<file path="config.mk">
export PLATFORM = sky130hd
export DESIGN_NAME = alu_mdu
export DESIGN_NICKNAME = d
export VERILOG_FILES = /design/src/rtl/alu_pkg.sv /design/src/rtl/div_iter.sv /design/src/rtl/alu_mdu.sv
export SDC_FILE = /design/constraint.sdc
export NUM_CORES = 1
export LEC_CHECK = 0
export CORE_MARGIN = 2
export CORE_UTILIZATION = 38
export DETAILED_ROUTE_END_ITERATION = 10
export GPL_ROUTABILITY_DRIVEN = 1
export PLACE_DENSITY = 0.64
export SLEW_MARGIN = 20
export SYNTH_ARGS = -nofsm -noshare
export SYNTH_HDL_FRONTEND = slang
export SYNTH_SLANG_ARGS = --single-unit
export TNS_END_PERCENT = 10
</file>
<file path="constraint.sdc">
create_clock -name clk -period 2.45 [get_ports clk]
set_input_delay 0.49 -clock clk [delete_from_list [all_inputs] [get_ports clk]]
set_output_delay 0.49 -clock clk [all_outputs]
set_load 0.02 [all_outputs]
</file>
<file path="src/rtl/alu_pkg.sv">
// alu_pkg: shared types and decode for the alu_mdu execute unit.
//   - alu_op_e  : internal ALU/MDU operation selector
//   - state_e   : alu_mdu handshake FSM states
//   - OPC_* / F3_* / F7_* : RV opcode, funct3 and funct7 encodings
//   - decode_op : pure (opcode, funct3, funct7) -> alu_op_e mapping
// Optional feature macro: ALU_MDU_MULDIV_EN enables RV32M decode.
package alu_pkg;

  typedef enum logic [4:0] {
    ALU_ADD, ALU_SUB, ALU_SLL, ALU_SLT, ALU_SLTU, ALU_XOR, ALU_SRL, ALU_SRA,
    ALU_OR, ALU_AND, ALU_COPY_A, ALU_COPY_B,
    ALU_MUL, ALU_MULH, ALU_MULHSU, ALU_MULHU,
    ALU_DIV, ALU_DIVU, ALU_REM, ALU_REMU,
    ALU_XXX
  } alu_op_e;

  typedef enum logic [1:0] {S_IDLE, S_DIV, S_DONE} state_e;

  localparam logic [6:0] OPC_LOAD   = 7'b0000011;
  localparam logic [6:0] OPC_OP_IMM = 7'b0010011;
  localparam logic [6:0] OPC_AUIPC  = 7'b0010111;
  localparam logic [6:0] OPC_STORE  = 7'b0100011;
  localparam logic [6:0] OPC_OP     = 7'b0110011;
  localparam logic [6:0] OPC_LUI    = 7'b0110111;
  localparam logic [6:0] OPC_BRANCH = 7'b1100011;
  localparam logic [6:0] OPC_JALR   = 7'b1100111;
  localparam logic [6:0] OPC_JAL    = 7'b1101111;
  localparam logic [6:0] OPC_SYSTEM = 7'b1110011;

  localparam logic [2:0] F3_ADD  = 3'b000;
  localparam logic [2:0] F3_SLL  = 3'b001;
  localparam logic [2:0] F3_SLT  = 3'b010;
  localparam logic [2:0] F3_SLTU = 3'b011;
  localparam logic [2:0] F3_XOR  = 3'b100;
  localparam logic [2:0] F3_SR   = 3'b101;
  localparam logic [2:0] F3_OR   = 3'b110;
  localparam logic [2:0] F3_AND  = 3'b111;
  localparam logic [2:0] F3_CSRRW  = 3'b001;
  localparam logic [2:0] F3_CSRRWI = 3'b101;

  localparam logic [6:0] F7_BASE   = 7'b0000000;
  localparam logic [6:0] F7_ALT    = 7'b0100000;
  localparam logic [6:0] F7_MULDIV = 7'b0000001;

  // Shared OP/OP-IMM integer decode; sra_sel picks SRA over SRL.
  function automatic alu_op_e base_op(input logic [2:0] funct3, input logic sra_sel);
    case (funct3)
      F3_ADD:  return ALU_ADD;
      F3_SLL:  return ALU_SLL;
      F3_SLT:  return ALU_SLT;
      F3_SLTU: return ALU_SLTU;
      F3_XOR:  return ALU_XOR;
      F3_SR:   return sra_sel ? ALU_SRA : ALU_SRL;
      F3_OR:   return ALU_OR;
      default: return ALU_AND;
    endcase
  endfunction

`ifdef ALU_MDU_MULDIV_EN
  function automatic alu_op_e muldiv_op(input logic [2:0] funct3);
    case (funct3)
      3'b000:  return ALU_MUL;
      3'b001:  return ALU_MULH;
      3'b010:  return ALU_MULHSU;
      3'b011:  return ALU_MULHU;
      3'b100:  return ALU_DIV;
      3'b101:  return ALU_DIVU;
      3'b110:  return ALU_REM;
      default: return ALU_REMU;
    endcase
  endfunction
`endif

  function automatic alu_op_e decode_op(input logic [6:0] opcode,
                                        input logic [2:0] funct3,
                                        input logic [6:0] funct7);
    alu_op_e op;
    op = ALU_XXX;
    case (opcode)
      OPC_OP_IMM: op = base_op(funct3, funct7[5]);
      OPC_OP: begin
        if (funct7 == F7_BASE) begin
          op = base_op(funct3, 1'b0);
        end else if (funct7 == F7_ALT) begin
          // Only SUB and SRA have an alternate form under OP.
          if (funct3 == F3_ADD)     op = ALU_SUB;
          else if (funct3 == F3_SR) op = ALU_SRA;
          else                      op = ALU_XXX;
        end
`ifdef ALU_MDU_MULDIV_EN
        else if (funct7 == F7_MULDIV) begin
          op = muldiv_op(funct3);
        end
`endif
        else begin
          op = ALU_XXX;
        end
      end
      OPC_LUI: op = ALU_COPY_B;
      OPC_AUIPC, OPC_BRANCH, OPC_JAL, OPC_JALR, OPC_LOAD, OPC_STORE: op = ALU_ADD;
      OPC_SYSTEM: begin
        if (funct3 == F3_CSRRW)       op = ALU_COPY_A;
        else if (funct3 == F3_CSRRWI) op = ALU_COPY_B;
        else                          op = ALU_XXX;
      end
      default: op = ALU_XXX;
    endcase
    return op;
  endfunction

endpackage

</file>
<file path="src/rtl/div_iter.sv">
// div_iter: serial restoring divider on unsigned magnitudes, one quotient
// bit per cycle. start loads the operands; XLEN cycles later done pulses
// for one cycle, during which quotient/remainder carry the final values
// (they are the combinational result of the last step, so the caller
// captures them on the same edge).
// Ports: clk, rst_n, abort (drop the op in flight), start, dividend,
//        divisor, done, quotient, remainder.
module div_iter #(
  parameter int XLEN = 32
) (
  input  logic            clk,
  input  logic            rst_n,
  input  logic            abort,
  input  logic            start,
  input  logic [XLEN-1:0] dividend,
  input  logic [XLEN-1:0] divisor,
  output logic            done,
  output logic [XLEN-1:0] quotient,
  output logic [XLEN-1:0] remainder
);
  localparam int CW = $clog2(XLEN + 1);

  logic [XLEN-1:0] rem_q, rem_d, quo_q, quo_d, dvs_q, dvs_d;
  logic [CW-1:0]   cnt_q, cnt_d;
  logic [XLEN:0]   shifted;
  logic [XLEN+1:0] diff;
  logic [XLEN-1:0] rem_step, quo_step;

  // One restoring step: shift the next dividend bit into the partial
  // remainder, subtract the divisor and keep the difference if it is
  // non-negative. The extra top bit of diff is the borrow.
  always_comb begin
    shifted = {rem_q, quo_q[XLEN-1]};
    diff    = {1'b0, shifted} - {2'b00, dvs_q};
    if (diff[XLEN+1]) begin
      rem_step = shifted[XLEN-1:0];
      quo_step = {quo_q[XLEN-2:0], 1'b0};
    end else begin
      rem_step = diff[XLEN-1:0];
      quo_step = {quo_q[XLEN-2:0], 1'b1};
    end
  end

  // NOTE: every always_comb assigns each output a default first, so no
  // path leaves a value unassigned and no latch is inferred.
  always_comb begin
    rem_d = rem_q;
    quo_d = quo_q;
    dvs_d = dvs_q;
    cnt_d = cnt_q;
    if (abort) begin
      cnt_d = '0;
    end else if (start) begin
      rem_d = '0;
      quo_d = dividend;
      dvs_d = divisor;
      cnt_d = CW'(XLEN);
    end else if (cnt_q != '0) begin
      rem_d = rem_step;
      quo_d = quo_step;
      cnt_d = cnt_q - CW'(1);
    end
  end

  // NOTE: state registers use non-blocking assignments so every flop
  // samples its _d value from before the edge, independent of block order.
  always_ff @(posedge clk or negedge rst_n) begin
    if (!rst_n) begin
      rem_q <= '0;
      quo_q <= '0;
      dvs_q <= '0;
      cnt_q <= '0;
    end else begin
      rem_q <= rem_d;
      quo_q <= quo_d;
      dvs_q <= dvs_d;
      cnt_q <= cnt_d;
    end
  end

  assign done      = (cnt_q == CW'(1));
  assign quotient  = quo_step;
  assign remainder = rem_step;

endmodule

</file>
<file path="src/rtl/alu_mdu.sv">
// alu_mdu: handshaked execute unit. Decodes opcode/funct3/funct7, computes
// the ALU (and optionally RV32M) result and returns it registered.
// Ports: clk, rst_n (async active-low), flush (sync abandon),
//        in_valid/in_ready (request), opcode, funct3, funct7, op_a, op_b,
//        out_valid/out_ready (response), result, illegal.
// Macro ALU_MDU_MULDIV_EN builds multiply, divide and the DIV state;
// without it funct7=0000001 under OP decodes as illegal.
module alu_mdu
  import alu_pkg::*;
#(
  parameter int XLEN = 32
) (
  input  logic            clk,
  input  logic            rst_n,
  input  logic            flush,
  input  logic            in_valid,
  output logic            in_ready,
  input  logic [6:0]      opcode,
  input  logic [2:0]      funct3,
  input  logic [6:0]      funct7,
  input  logic [XLEN-1:0] op_a,
  input  logic [XLEN-1:0] op_b,
  output logic            out_valid,
  input  logic            out_ready,
  output logic [XLEN-1:0] result,
  output logic            illegal
);
  localparam int SHW = $clog2(XLEN);

  state_e          state_q, state_d;
  logic [XLEN-1:0] result_q, result_d;
  logic            illegal_q, illegal_d;
  alu_op_e         op;
  logic [SHW-1:0]  shamt;
  logic [XLEN-1:0] alu_res;
  logic            start_div;
  logic            accept;

  assign op       = decode_op(opcode, funct3, funct7);
  assign shamt    = op_b[SHW-1:0];
  assign in_ready = (state_q == S_IDLE) || (state_q == S_DONE && out_ready);
  assign accept   = in_valid && in_ready;

`ifdef ALU_MDU_MULDIV_EN
  localparam logic [XLEN-1:0] MIN_INT = {1'b1, {(XLEN-1){1'b0}}};

  logic [2*XLEN-1:0] a_ext, b_ext, prod;
  logic              a_signed, b_signed;
  logic              div_signed, div_is_rem, a_neg, b_neg;
  logic [XLEN-1:0]   a_mag, b_mag, div_quo, div_rem, div_raw, div_fix;
  logic              div_done;
  logic              neg_q, neg_d, is_rem_q, is_rem_d;

  // Extending both operands to 2*XLEN makes one unsigned multiply give the
  // correct low 2*XLEN bits for every signedness combination.
  assign a_signed = (op == ALU_MULH) || (op == ALU_MULHSU);
  assign b_signed = (op == ALU_MULH);
  assign a_ext    = {{XLEN{a_signed & op_a[XLEN-1]}}, op_a};
  assign b_ext    = {{XLEN{b_signed & op_b[XLEN-1]}}, op_b};
  assign prod     = a_ext * b_ext;

  assign div_signed = (op == ALU_DIV) || (op == ALU_REM);
  assign div_is_rem = (op == ALU_REM) || (op == ALU_REMU);
  assign a_neg      = div_signed & op_a[XLEN-1];
  assign b_neg      = div_signed & op_b[XLEN-1];
  assign a_mag      = a_neg ? -op_a : op_a;
  assign b_mag      = b_neg ? -op_b : op_b;

  // Remainder follows the dividend sign; quotient is negative when signs differ.
  assign is_rem_d = accept ? div_is_rem : is_rem_q;
  assign neg_d    = accept ? (div_is_rem ? a_neg : (a_neg ^ b_neg)) : neg_q;

  div_iter #(.XLEN(XLEN)) u_div (
    .clk       (clk),
    .rst_n     (rst_n),
    .abort     (flush),
    .start     (accept && start_div && !flush),
    .dividend  (a_mag),
    .divisor   (b_mag),
    .done      (div_done),
    .quotient  (div_quo),
    .remainder (div_rem)
  );

  assign div_raw = is_rem_q ? div_rem : div_quo;
  assign div_fix = neg_q ? -div_raw : div_raw;

  always_ff @(posedge clk or negedge rst_n) begin
    if (!rst_n) begin
      neg_q    <= 1'b0;
      is_rem_q <= 1'b0;
    end else begin
      neg_q    <= neg_d;
      is_rem_q <= is_rem_d;
    end
  end
`endif

  always_comb begin
    alu_res   = '0;
    start_div = 1'b0;
    case (op)
      ALU_ADD:    alu_res = op_a + op_b;
      ALU_SUB:    alu_res = op_a - op_b;
      ALU_SLL:    alu_res = op_a << shamt;
      ALU_SLT:    alu_res = {{(XLEN-1){1'b0}}, $signed(op_a) < $signed(op_b)};
      ALU_SLTU:   alu_res = {{(XLEN-1){1'b0}}, op_a < op_b};
      ALU_XOR:    alu_res = op_a ^ op_b;
      ALU_SRL:    alu_res = op_a >> shamt;
      ALU_SRA:    alu_res = $signed(op_a) >>> shamt;
      ALU_OR:     alu_res = op_a | op_b;
      ALU_AND:    alu_res = op_a & op_b;
      ALU_COPY_A: alu_res = op_a;
      ALU_COPY_B: alu_res = op_b;
`ifdef ALU_MDU_MULDIV_EN
      ALU_MUL:    alu_res = prod[XLEN-1:0];
      ALU_MULH, ALU_MULHSU, ALU_MULHU: alu_res = prod[2*XLEN-1:XLEN];
      ALU_DIV, ALU_DIVU, ALU_REM, ALU_REMU: begin
        // Divide-by-zero and signed overflow resolve without the divider.
        if (op_b == '0) begin
          alu_res = div_is_rem ? op_a : '1;
        end else if (div_signed && op_a == MIN_INT && op_b == '1) begin
          alu_res = div_is_rem ? '0 : MIN_INT;
        end else begin
          start_div = 1'b1;
        end
      end
`endif
      default:    alu_res = '0;
    endcase
  end

  always_comb begin
    state_d   = state_q;
    result_d  = result_q;
    illegal_d = illegal_q;
    if (flush) begin
      state_d = S_IDLE;
    end else begin
      case (state_q)
        S_IDLE, S_DONE: begin
          if (accept) begin
            result_d  = alu_res;
            illegal_d = (op == ALU_XXX);
            state_d   = start_div ? S_DIV : S_DONE;
          end else if (state_q == S_DONE && out_ready) begin
            state_d = S_IDLE;
          end
        end
`ifdef ALU_MDU_MULDIV_EN
        S_DIV: begin
          if (div_done) begin
            result_d = div_fix;
            state_d  = S_DONE;
          end
        end
`endif
        default: state_d = S_IDLE;
      endcase
    end
  end

  always_ff @(posedge clk or negedge rst_n) begin
    if (!rst_n) begin
      state_q   <= S_IDLE;
      result_q  <= '0;
      illegal_q <= 1'b0;
    end else begin
      state_q   <= state_d;
      result_q  <= result_d;
      illegal_q <= illegal_d;
    end
  end

  assign out_valid = (state_q == S_DONE);
  assign result    = result_q;
  assign illegal   = illegal_q;

endmodule

</file>
==> impl_summary.txt <==
----------------------------------------------------
[Synth]
  Largest family of logic cells by synthesized area ... compound AO/OA/AOI/OAI gates
  Simple-Gate Fraction of Synth Area ... 0.214
  Adder-cell share of the synthesized area ... 0.112
  Netlist Area Pre-Place ... ~0.011 mm^2
  Library cell with the largest summed area after synthesis ... sky130_fd_sc_hd__ha_1
  Proportion of netlist area held by the largest area contributor ... 0.108
  Multiplexer share of the synthesized area ... 0.161
  Main area contributors after synthesis ... sky130_fd_sc_hd__ha_1 (11%), sky130_fd_sc_hd__dfrtp_1 (7.6%), sky130_fd_sc_hd__mux4_2 (7.4%)
  Post-Synth XOR/XNOR Area ... 0.0141
  Net count after synthesis ... around 1,800
  Number of warnings issued by yosys ... 0
  Share of flip-flops with an asynchronous set or reset after synthesis ... 1.00
  Ys flop type ... sky130_fd_sc_hd__dfrtp_1
  Average size of a mapped cell ... between 7 and 8 um^2
  Fraction of the mapped netlist area in compound gates ... 0.338
  Number of synthesized flops with an enable pin ... 0
  Post-synthesis cell count ... 1,586
  Register bit count reported by yosys ... 34
  Sequential element share of the synthesized area ... 0.0759
  Count of cell types in the netlist ... between 90 and 100

[Power]
  Worst vdd ir ... between 0.2 and 0.3 mV
  Static Leakage ... roughly 8.9 nW
  Total power density per cell area ... 283 mW/mm^2

[CTS]
  Later-pin clock latency in the skew report ... a little over 300 ps
  Clock sink count ... 34
  Maximum clock insertion buffer count ... 2
  Clock-pin slew on the worst setup and hold paths ... 60 ps
  H-tree levels ... 2
  Cell chosen for the clock root ... sky130_fd_sc_hd__clkbuf_16
  TritonCTS clock tree ... built
  CTS Buf Count ... 5

[STA]
  Worst clock skew ... slightly below 7 ps
  Slew at the pin with the worst max-slew slack ... 898 ps
  Total count of hold-check failures in the final report ... 0
  Period Utilization, post-route ... 1.17
  Count of endpoints failing setup in the final report ... 32
  Accumulated negative setup slack ... -9530 ps
  Worst Setup Slack, final ... -419 ps
  Worst-case hold slack ... 504 ps
  Final count of pins violating max slew ... 0
  Worst slew margin relative to its limit ... 0.401
  Post-route minimum period ... ~2900 ps
  RSZ-0062 raised after global routing ... yes
  Peak Freq ... about 350 MHz

[Routing]
  Number of iterations in the first detailed-routing pass ... 6
  Post-detailed-route wirelength per cell ... 25.6 um
  WL final ... slightly below 70,000 um
  DRC violations left ... 0
  1st-iter DRT viols ... between 2,000 and 2,500
  Ratio of routed vias to standard cells ... about 6.2
  Via Count ... 16,900
  Antenna violation net count after detailed routing ... 0

[Status]
  Status ... complete, but fails checks
  Violated checks ... setup timing

[Placed design]
  Number of buffer cells added on primary ports ... between 100 and 150
  Pre-CTS worst setup slack ... -1710 ps
  Routability Congestion ... about 1.1
  Post-DP HPWL ... between 50,000 and 60,000 um

[Die]
  Std-Cell Core Area ... about 0.029 mm^2
  Floorplan die height ... 176 um
  Initial core utilization ... 0.389
  Overall die area ... approximately 0.03 mm^2
  Row cnt ... 62
  X dimension of the die ... 176 um
  IO Pins ... 121

[Cells and area]
  Layout overhead on the synthesized area ... 78.7%
  Layout cell share with drive strength beyond 1 ... 0.489
  Number of nets in the final layout ... 2,499
  Most frequent standard cell in the layout excluding fill and tap cells ... sky130_fd_sc_hd__buf_4
  Commonest cells after routing, fill and taps aside ... sky130_fd_sc_hd__buf_4 (642), sky130_fd_sc_hd__nor2_1 (150), sky130_fd_sc_hd__a21oi_1 (143)
  Fill cell instance count of the final layout ... 2,412

[Flow run]
  Max capacitance violation total ... 0

[Setup path]
  Startpoint-to-endpoint class of the critical path ... primary input to register
  Endpoint type of the worst setup path ... register
  Required arrival time at the worst endpoint ... ~2600 ps
  Kind of start point of the critical path ... primary input
  Critical path peak fanout ... 3
  Critical Path AT ... about 3000 ps

[Global route]
  Maximum number of pins on one net before global-route repair ... slightly below 80
  Aggregate global-route resource usage ... 0.434
  Global route total overflow ... 0
  Antenna violations before repair ... 0
  First-pass GRT wire length ... 101,000 um
  Number of global-route vias before repair ... ~16,000

[Min path]
  Class of the worst hold path ... register to register

----------------------------------------------------
[cells by family after synthesis]
group	after synthesis
buffers and inverters	230
flip-flops	34
XOR/XNOR	18
multiplexers	125
AND/OR/NAND/NOR	511
adder cells (fa/ha/maj)	99
AO/OA/AOI/OAI	569
[metrics by stage]
stage / utilization / instance area [um^2] / instances / total power, mW
2_1_floorplan: - / 11500 / 1586 / 2.25
3_3_place_gp: 0.602 / 17400 / 2596 / 4.12
3_5_place_dp: 0.602 / 17400 / 2596 / 4.14
4_1_cts: 0.674 / 19500 / 2673 / 5.40
5_1_grt: 0.694 / 20000 / 2698 / 5.89
6_report: 0.694 / 20000 / 2699 / 5.67
[Yosys cell counts (all sizes together) (19+ instances only)]
master  number
mux4        40
a31oi       32
nor2       169
buf         54
a21oi      165
inv        103
mux2        27
a221oi      30
nor3        47
nand2      148
ha          97
mux2i       58
o21ai       95
nand3       38
clkbuf      71
o21bai      19
a211oi      36
dfrtp       34
o211ai      39
[worst paths after layout]
check | start | endpoint | slack, ps | cells past startpoint
setup / recovery | op_b[5] | result[20] | -420 | 13
hold / removal | illegal | illegal | 500 | 2
setup reg to reg | state_q[1] | result[15] | 320 | 8
hold reg to reg | illegal | illegal | 500 | 2
max in group asynchronous | rst_n | result[17] | 1380 | 3
min in group asynchronous | rst_n | result[29] | 510 | 2
[final cells by class]
class                           instances  area, um^2  share of cell area
Antenna cell                            1        2.50            0.000125
Tap cell                              384         480              0.0240
Multi-Input combinational cell       1322       11100               0.553
Clock inverter                          1        30.0             0.00150
Clock buffer                            6         139             0.00693
Sequential cell                        34         851              0.0425
Timing Repair Buffer                  846        7050               0.352
Inverter                              105         417              0.0208
[critical path, cell delays in order]
cell	delay, ps
sky130_fd_sc_hd__clkdlybuf4s15_2	190
sky130_fd_sc_hd__inv_2	50
sky130_fd_sc_hd__ha_4	280
sky130_fd_sc_hd__buf_6	100
sky130_fd_sc_hd__nand2b_1	60
sky130_fd_sc_hd__a221o_1	340
sky130_fd_sc_hd__a21boi_4	170
sky130_fd_sc_hd__a2111oi_4	500
sky130_fd_sc_hd__buf_4	230
sky130_fd_sc_hd__o311ai_1	80
sky130_fd_sc_hd__o21ai_1	150
sky130_fd_sc_hd__mux2i_1	240
sky130_fd_sc_hd__a41oi_2	150
[per-layer routing]
layer | GRT usage | up-vias | part of all wire
met2 | 0.696 | 1115 | 0.44
li1 | - | 7411 | -
met1 | 0.525 | 8014 | 0.37
met5 | 0 | - | 0
met3 | 0.0747 | 311 | 0.094
met4 | 0.314 | 0 | 0.089
[power by group]
group          internal, mW  leakage, nW  total [mW]  switching [mW]
Sequential            0.603        0.444       0.637          0.0344
Clock                 0.505       0.0829       0.827           0.323
Combinational          2.03         8.41        4.21            2.18
[sequential cells by signal, summed over array words and instances, names as in the netlist]
signal   cells
result      32
illegal      1
state_q      1
[repair_timing]
action / 4_1_cts / 5_1_grt
endpoints found under the setup margin: 32 / 32
endpoints found under the hold margin: 1 / 0
resized for setup: 483 / 117
pin swaps: 112 / 75
gates cloned: 5 / 2
hold buffers: 1 / 0
buffers inserted: 65 / 24
Note: power is estimated with default switching activity, not from simulation.
